`src/rtl/toy_bus_arb_node_itcm_ack_if.sv`:
```
`default_nettype none
// ============================================================================
// Module      : toy_bus_arb_node_itcm_ack_if
// Description : ToyBusAck valid/ready channel (ack opcode, data, sideband,
//               source id, target id). The master drives the packet and valid;
//               the slave drives ready.
// Revision    : 1.0 - initial release
// ============================================================================
interface toy_bus_arb_node_itcm_ack_if #(
   parameter int DATA_WIDTH = 256,
   parameter int SB_WIDTH   = 10,
   parameter int ID_WIDTH   = 4
);
   logic                  vld;
   logic                  rdy;
   logic                  opcode;
   logic [DATA_WIDTH-1:0] data;
   logic [SB_WIDTH-1:0]   sideband;
   logic [ID_WIDTH-1:0]   src_id;
   logic [ID_WIDTH-1:0]   tgt_id;

   modport master (
      output vld, opcode, data, sideband, src_id, tgt_id,
      input  rdy
   );

   modport slave (
      input  vld, opcode, data, sideband, src_id, tgt_id,
      output rdy
   );
endinterface
`default_nettype wire

```
`src/rtl/toy_bus_arb_node_itcm_ack.sv`:
```
`default_nettype none
// ============================================================================
// Module      : toy_bus_arb_node_itcm_ack
// Description : 2:1 round-robin arbiter for ToyBusAck packets on the ITCM
//               return path. Merges two decoder outputs onto one registered
//               output stage: 1-cycle latency, full throughput, strict
//               alternation under contention.
//               Optional macro TOY_BUS_ARB_PERF_CNT_EN adds saturating
//               per-input transfer counters and a conflict-cycle counter.
// Revision    : 1.0 - initial release
// ============================================================================
module toy_bus_arb_node_itcm_ack #(
   parameter int DATA_WIDTH = 256,
   parameter int SB_WIDTH   = 10,
   parameter int ID_WIDTH   = 4
) (
   input  wire                              clk,
   input  wire                              rst,
   toy_bus_arb_node_itcm_ack_if.slave       in0,
   toy_bus_arb_node_itcm_ack_if.slave       in1,
   toy_bus_arb_node_itcm_ack_if.master      out
`ifdef TOY_BUS_ARB_PERF_CNT_EN
   ,
   output logic [15:0]                      perf_cnt0,
   output logic [15:0]                      perf_cnt1,
   output logic [15:0]                      perf_conflict_cnt
`endif
);

   localparam logic [15:0] C_CNT_MAX = 16'hFFFF;

   logic                  r_out_vld;
   logic                  r_out_opcode;
   logic [DATA_WIDTH-1:0] r_out_data;
   logic [SB_WIDTH-1:0]   r_out_sideband;
   logic [ID_WIDTH-1:0]   r_out_src_id;
   logic [ID_WIDTH-1:0]   r_out_tgt_id;
   logic                  r_prio;

   logic w_free;
   logic w_gnt0;
   logic w_gnt1;
   logic w_xfer0;
   logic w_xfer1;

   // Output stage can accept when empty or being drained this cycle.
   assign w_free  = !r_out_vld || out.rdy;

   // Grant depends only on valids and the priority pointer, never on out.rdy.
   assign w_gnt0  = in0.vld && (!in1.vld || !r_prio);
   assign w_gnt1  = in1.vld && (!in0.vld ||  r_prio);

   assign in0.rdy = w_gnt0 && w_free;
   assign in1.rdy = w_gnt1 && w_free;

   assign w_xfer0 = in0.vld && in0.rdy;
   assign w_xfer1 = in1.vld && in1.rdy;

   assign out.vld      = r_out_vld;
   assign out.opcode   = r_out_opcode;
   assign out.data     = r_out_data;
   assign out.sideband = r_out_sideband;
   assign out.src_id   = r_out_src_id;
   assign out.tgt_id   = r_out_tgt_id;

   // Output register: load on transfer, clear valid on drain, hold on stall.
   always_ff @(posedge clk or posedge rst) begin
      if (rst) begin
         r_out_vld      <= 1'b0;
         r_out_opcode   <= 1'b0;
         r_out_data     <= '0;
         r_out_sideband <= '0;
         r_out_src_id   <= '0;
         r_out_tgt_id   <= '0;
         r_prio         <= 1'b0;
      end else if (w_xfer0) begin
         r_out_vld      <= 1'b1;
         r_out_opcode   <= in0.opcode;
         r_out_data     <= in0.data;
         r_out_sideband <= in0.sideband;
         r_out_src_id   <= in0.src_id;
         r_out_tgt_id   <= in0.tgt_id;
         r_prio         <= 1'b1;
      end else if (w_xfer1) begin
         r_out_vld      <= 1'b1;
         r_out_opcode   <= in1.opcode;
         r_out_data     <= in1.data;
         r_out_sideband <= in1.sideband;
         r_out_src_id   <= in1.src_id;
         r_out_tgt_id   <= in1.tgt_id;
         r_prio         <= 1'b0;
      end else if (out.rdy) begin
         r_out_vld      <= 1'b0;
      end
   end

`ifdef TOY_BUS_ARB_PERF_CNT_EN
   logic [15:0] r_perf_cnt0;
   logic [15:0] r_perf_cnt1;
   logic [15:0] r_perf_conflict_cnt;
   logic        w_conflict;

   assign w_conflict        = in0.vld && in1.vld && w_free;
   assign perf_cnt0         = r_perf_cnt0;
   assign perf_cnt1         = r_perf_cnt1;
   assign perf_conflict_cnt = r_perf_conflict_cnt;

   // Saturating event counters for accepted transfers and conflict cycles.
   always_ff @(posedge clk or posedge rst) begin
      if (rst) begin
         r_perf_cnt0         <= '0;
         r_perf_cnt1         <= '0;
         r_perf_conflict_cnt <= '0;
      end else begin
         if (w_xfer0 && (r_perf_cnt0 != C_CNT_MAX))
            r_perf_cnt0 <= r_perf_cnt0 + 16'd1;
         if (w_xfer1 && (r_perf_cnt1 != C_CNT_MAX))
            r_perf_cnt1 <= r_perf_cnt1 + 16'd1;
         if (w_conflict && (r_perf_conflict_cnt != C_CNT_MAX))
            r_perf_conflict_cnt <= r_perf_conflict_cnt + 16'd1;
      end
   end
`endif

endmodule
`default_nettype wire

```
`src/flat_wrapper.sv`:
```
// flat-port wrapper written by rule: the top's interface ports become plain ports
module toy_bus_arb_node_itcm_ack_flat 
#(
   parameter int DATA_WIDTH = 256,
   parameter int SB_WIDTH   = 10,
   parameter int ID_WIDTH   = 4
)
  (clk, rst, in0_vld, in0_opcode, in0_data, in0_sideband, in0_src_id, in0_tgt_id, in0_rdy, in1_vld, in1_opcode, in1_data, in1_sideband, in1_src_id, in1_tgt_id, in1_rdy, out_vld, out_opcode, out_data, out_sideband, out_src_id, out_tgt_id, out_rdy);
  toy_bus_arb_node_itcm_ack_if #(.DATA_WIDTH(DATA_WIDTH), .SB_WIDTH(SB_WIDTH), .ID_WIDTH(ID_WIDTH)) in0_i ();
  toy_bus_arb_node_itcm_ack_if #(.DATA_WIDTH(DATA_WIDTH), .SB_WIDTH(SB_WIDTH), .ID_WIDTH(ID_WIDTH)) in1_i ();
  toy_bus_arb_node_itcm_ack_if #(.DATA_WIDTH(DATA_WIDTH), .SB_WIDTH(SB_WIDTH), .ID_WIDTH(ID_WIDTH)) out_i ();
  input  wire clk;
  input  wire rst;
  input wire logic [$bits(in0_i.vld)-1:0] in0_vld;
  input wire logic [$bits(in0_i.opcode)-1:0] in0_opcode;
  input wire logic [$bits(in0_i.data)-1:0] in0_data;
  input wire logic [$bits(in0_i.sideband)-1:0] in0_sideband;
  input wire logic [$bits(in0_i.src_id)-1:0] in0_src_id;
  input wire logic [$bits(in0_i.tgt_id)-1:0] in0_tgt_id;
  output wire logic [$bits(in0_i.rdy)-1:0] in0_rdy;
  input wire logic [$bits(in1_i.vld)-1:0] in1_vld;
  input wire logic [$bits(in1_i.opcode)-1:0] in1_opcode;
  input wire logic [$bits(in1_i.data)-1:0] in1_data;
  input wire logic [$bits(in1_i.sideband)-1:0] in1_sideband;
  input wire logic [$bits(in1_i.src_id)-1:0] in1_src_id;
  input wire logic [$bits(in1_i.tgt_id)-1:0] in1_tgt_id;
  output wire logic [$bits(in1_i.rdy)-1:0] in1_rdy;
  output wire logic [$bits(out_i.vld)-1:0] out_vld;
  output wire logic [$bits(out_i.opcode)-1:0] out_opcode;
  output wire logic [$bits(out_i.data)-1:0] out_data;
  output wire logic [$bits(out_i.sideband)-1:0] out_sideband;
  output wire logic [$bits(out_i.src_id)-1:0] out_src_id;
  output wire logic [$bits(out_i.tgt_id)-1:0] out_tgt_id;
  input wire logic [$bits(out_i.rdy)-1:0] out_rdy;
  assign in0_i.vld = in0_vld;
  assign in0_i.opcode = in0_opcode;
  assign in0_i.data = in0_data;
  assign in0_i.sideband = in0_sideband;
  assign in0_i.src_id = in0_src_id;
  assign in0_i.tgt_id = in0_tgt_id;
  assign in0_rdy = in0_i.rdy;
  assign in1_i.vld = in1_vld;
  assign in1_i.opcode = in1_opcode;
  assign in1_i.data = in1_data;
  assign in1_i.sideband = in1_sideband;
  assign in1_i.src_id = in1_src_id;
  assign in1_i.tgt_id = in1_tgt_id;
  assign in1_rdy = in1_i.rdy;
  assign out_vld = out_i.vld;
  assign out_opcode = out_i.opcode;
  assign out_data = out_i.data;
  assign out_sideband = out_i.sideband;
  assign out_src_id = out_i.src_id;
  assign out_tgt_id = out_i.tgt_id;
  assign out_i.rdy = out_rdy;
  toy_bus_arb_node_itcm_ack #(.DATA_WIDTH(DATA_WIDTH), .SB_WIDTH(SB_WIDTH), .ID_WIDTH(ID_WIDTH)) u_core (.clk(clk), .rst(rst), .in0(in0_i), .in1(in1_i), .out(out_i));
endmodule
```
`config.mk`:
```
export PLATFORM = sky130hd
export DESIGN_NAME = toy_bus_arb_node_itcm_ack_flat
export DESIGN_NICKNAME = d
export VERILOG_FILES = /design/src/rtl/toy_bus_arb_node_itcm_ack_if.sv /design/src/rtl/toy_bus_arb_node_itcm_ack.sv /design/src/flat_wrapper.sv
export SDC_FILE = /design/constraint.sdc
export NUM_CORES = 1
export LEC_CHECK = 0
export CAP_MARGIN = 30
export CORE_AREA = 10 10 320 322
export CTS_CLUSTER_SIZE = 8
export DETAILED_ROUTE_END_ITERATION = 12
export DIE_AREA = 0 0 330 332
export HOLD_SLACK_MARGIN = 0.03
export MAX_ROUTING_LAYER = met4
export PLACE_DENSITY = 0.46
export SLEW_MARGIN = 20
export SYNTH_ARGS = -nofsm -noshare
export SYNTH_HDL_FRONTEND = slang
export SYNTH_SLANG_ARGS = --single-unit
```
`constraint.sdc`:
```
create_clock -name clk -period 12.2 [get_ports clk]
set_input_delay 2.44 -clock clk [delete_from_list [all_inputs] [get_ports clk]]
set_output_delay 2.44 -clock clk [all_outputs]
set_load 0.05 [all_outputs]
```
==> flow_summary.json <==
{
  "ant_nets": 0,
  "rr_worst_depth": 7,
  "htreeDepth": 2,
  "setup_viol": 0,
  "fin_ws_ns": 4.49,
  "antenna_found_initial": 12,
  "nets": 2850,
  "status": "finished, final reports clean",
  "coreArea_mm2": 0.0960,
  "first_global_vias": 16886,
  "place_ws_ns": 4.45,
  "max_clock_freq_mhz": 130,
  "syn_inst": 1603,
  "post-cts-setup-buffer-count": 0,
  "clkTransAtPathRegs_ns": 0.05,
  "start_util": 0.150,
  "drt_iter0_drc": 1156,
  "placedInstanceArea_mm2": 0.0238,
  "synth_seq_area_share": 0.482,
  "wirelength_mm": 88.4,
  "grt_max_degree": 172,
  "avgSynthCellArea_um2": 8.98,
  "finalClockSkew_ns": 0.0151,
  "whs_ns": 0.516,
  "max_slew_margin": 0.318,
  "drt-pass1-iter-count": 5,
  "clock_latency_ns": 0.57,
  "rsz0062_at_grt": "false",
  "min_path_cells": 2,
  "die_y_um": 332,
  "io_buffer_count": 832,
  "final_area_mm2": 0.0251,
  "startpoint_type": "primary input",
  "drive_gt1_frac": 0.0369,
  "synthAdderAreaFrac": 0,
  "tns_ns": 0,
  "drc": 0,
  "cts_buffers": 41,
  "die_w_um": 330,
  "worstPathMaxFanout": 56,
  "reg2reg_from": "u_core.out.vld",
  "hold_viol_final": 0,
  "leakage_nw": 9.67,
  "slew_violations": 0,
  "critPathArrivalTime_ns": 5.27,
  "root_buffer": "clkbuf_16",
  "power_density_mw_per_mm2": 154,
  "synth_top_family_by_area": "compound AO/OA/AOI/OAI gates",
  "grt_overflow_total": 0,
  "synthSimpleGateAreaFrac": 0.122,
  "synthXorXnorAreaFrac": 0,
  "vias": 16396,
  "muxShareOfSynthArea": 0,
  "rows": 114,
  "worst_slew_pin_slew_ns": 1.02,
  "syn_to_final_growth_pct": 74.1,
  "cts_tree": "done",
  "post_cts_resized": 0,
  "maxCapViolations": 0,
  "die_area_mm2": 0.110,
  "place_congestion": 0.774,
  "fin_crit_sh": 0.632,
  "worst_hold_startpoint": "u_core.out.data[156]",
  "critPathLaunch": "in1_vld",
  "synth_seq_cells": 277,
  "hpwl_mm": 61.3,
  "fin_crit_ns": 7.71,
  "gr-usage-all-layers": 0.156,
  "syn_area_mm2": 0.0144,
  "crit_type": "in2out",
  "vias_per_cell": 4.56,
  "synth-compound-area-share": 0.264,
  "hold_buffers": 0,
  "cp-end-kind": "primary output",
  "routedWlPerCell_um": 24.6,
  "yosys.cell_types.count": 18,
  "ios": 833,
  "worstPathRequired_ns": 9.76,
  "clockBufferDepth": 3,
  "synth_warnings": 0,
  "grt_first_pass_wirelength_mm": 126,
  "ir_drop_v": 0.0000783,
  "clock_sinks": 277,
  "hold_path_class": "reg2reg",
  "synth_nets": 2158,
  "n_fill_cell": 10370
}
sequential cells by signal, summed over array words and instances (netlist names):
name,flops
u_core.out.data,256
u_core.out.opcode,1
u_core.out.sideband,10
u_core.out.src_id,4
u_core.out.tgt_id,4
u_core.out.vld,1
u_core.r_prio,1
cell families (layout without fill, tap and decap cells):
kind of cell	Yosys count	count (layout)
flip-flops	277	277
AND/OR/NAND/NOR	282	282
AO/OA/AOI/OAI	554	554
other	0	12
buffers and inverters	490	1191
metal layers:
metal / vias up / wire length [µm] / GRT usage
met5: - / 0 / -
met4: 0 / 1680 / 0.0349
met3: 85 / 8770 / 0.0590
met2: 651 / 42700 / 0.253
met1: 8195 / 35300 / 0.181
li1: 7465 / - / -
worst paths after layout:
kind / to / slack [ns]
max reg2reg: u_core.out.data[238] / 8.46
max: in0_rdy / 4.49
max in group asynchronous: u_core.out.data[67] / 8.55
min in group asynchronous: u_core.out.data[214] / 2.28
min reg2reg: u_core.out.data[156] / 0.52
min: u_core.out.data[156] / 0.52
cells in the mapped netlist, drive strengths merged:
| library cell | count | area (µm²) |
|---|---|---|
| and3 | 1 | 6.26 |
| nand2b | 1 | 6.26 |
| nand2 | 3 | 11.3 |
| nor2 | 1 | 3.75 |
| nor2b | 1 | 6.26 |
| o21ai | 276 | 1380 |
| o311ai | 275 | 2410 |
| a21oi | 2 | 10.0 |
| nand4 | 275 | 1720 |
| inv | 277 | 1040 |
| a31oi | 1 | 6.26 |
| dfrtp | 277 | 6930 |
| buf | 34 | 188 |
| clkbuf | 179 | 672 |
power breakdown:
group	switching (mW)	internal (mW)	leakage, nW
logic	1.05	0.543	5.81
clock network	0.456	0.641	0.562
registers	0.0871	1.08	3.30
worst max-delay path, stage by stage:
cell	delay, ns
clkdlybuf4s50_1	0.59
nand2_4	0.61
and3_4	0.69
clkdlybuf4s50_1	0.92
layout make-up:
type	count	area, µm²	area share
diodes	12	30.0	0.00120
clock inverters	1	8.76	0.000350
inverters	277	1050	0.0418
flip-flops and latches	277	6930	0.277
multi-input cells	836	5610	0.224
well taps	1276	1600	0.0637
clock buffers	51	1140	0.0453
repair buffers	862	8700	0.347
per-stage QoR:
step / utilization / cells / power (mW)
after detailed placement: 0.248 / 3524 / 2.78
after floorplan: - / 1603 / 2.04
after CTS: 0.260 / 3576 / 3.92
final: 0.261 / 3592 / 3.85
after global routing: 0.261 / 3592 / 4.03
after global placement: 0.247 / 3523 / 2.78
cells in the final DEF (no fill, tap or decap), types with 2 or more instances in the layout:
cell / synthesis / routed
a21oi_1: 2 / 2
buf_12: 0 / 3
buf_16: 0 / 5
buf_4: 0 / 22
clkbuf_1: 179 / 5
clkbuf_16: 0 / 43
clkbuf_8: 0 / 3
clkdlybuf4s50_1: 0 / 831
dfrtp_1: 277 / 277
diode_2: 0 / 12
inv_1: 277 / 276
nand2_1: 3 / 2
nand4_1: 275 / 275
o21ai_0: 275 / 275
o311ai_0: 229 / 229
o311ai_1: 46 / 46
Note: power is estimated with default switching activity, not from simulation.
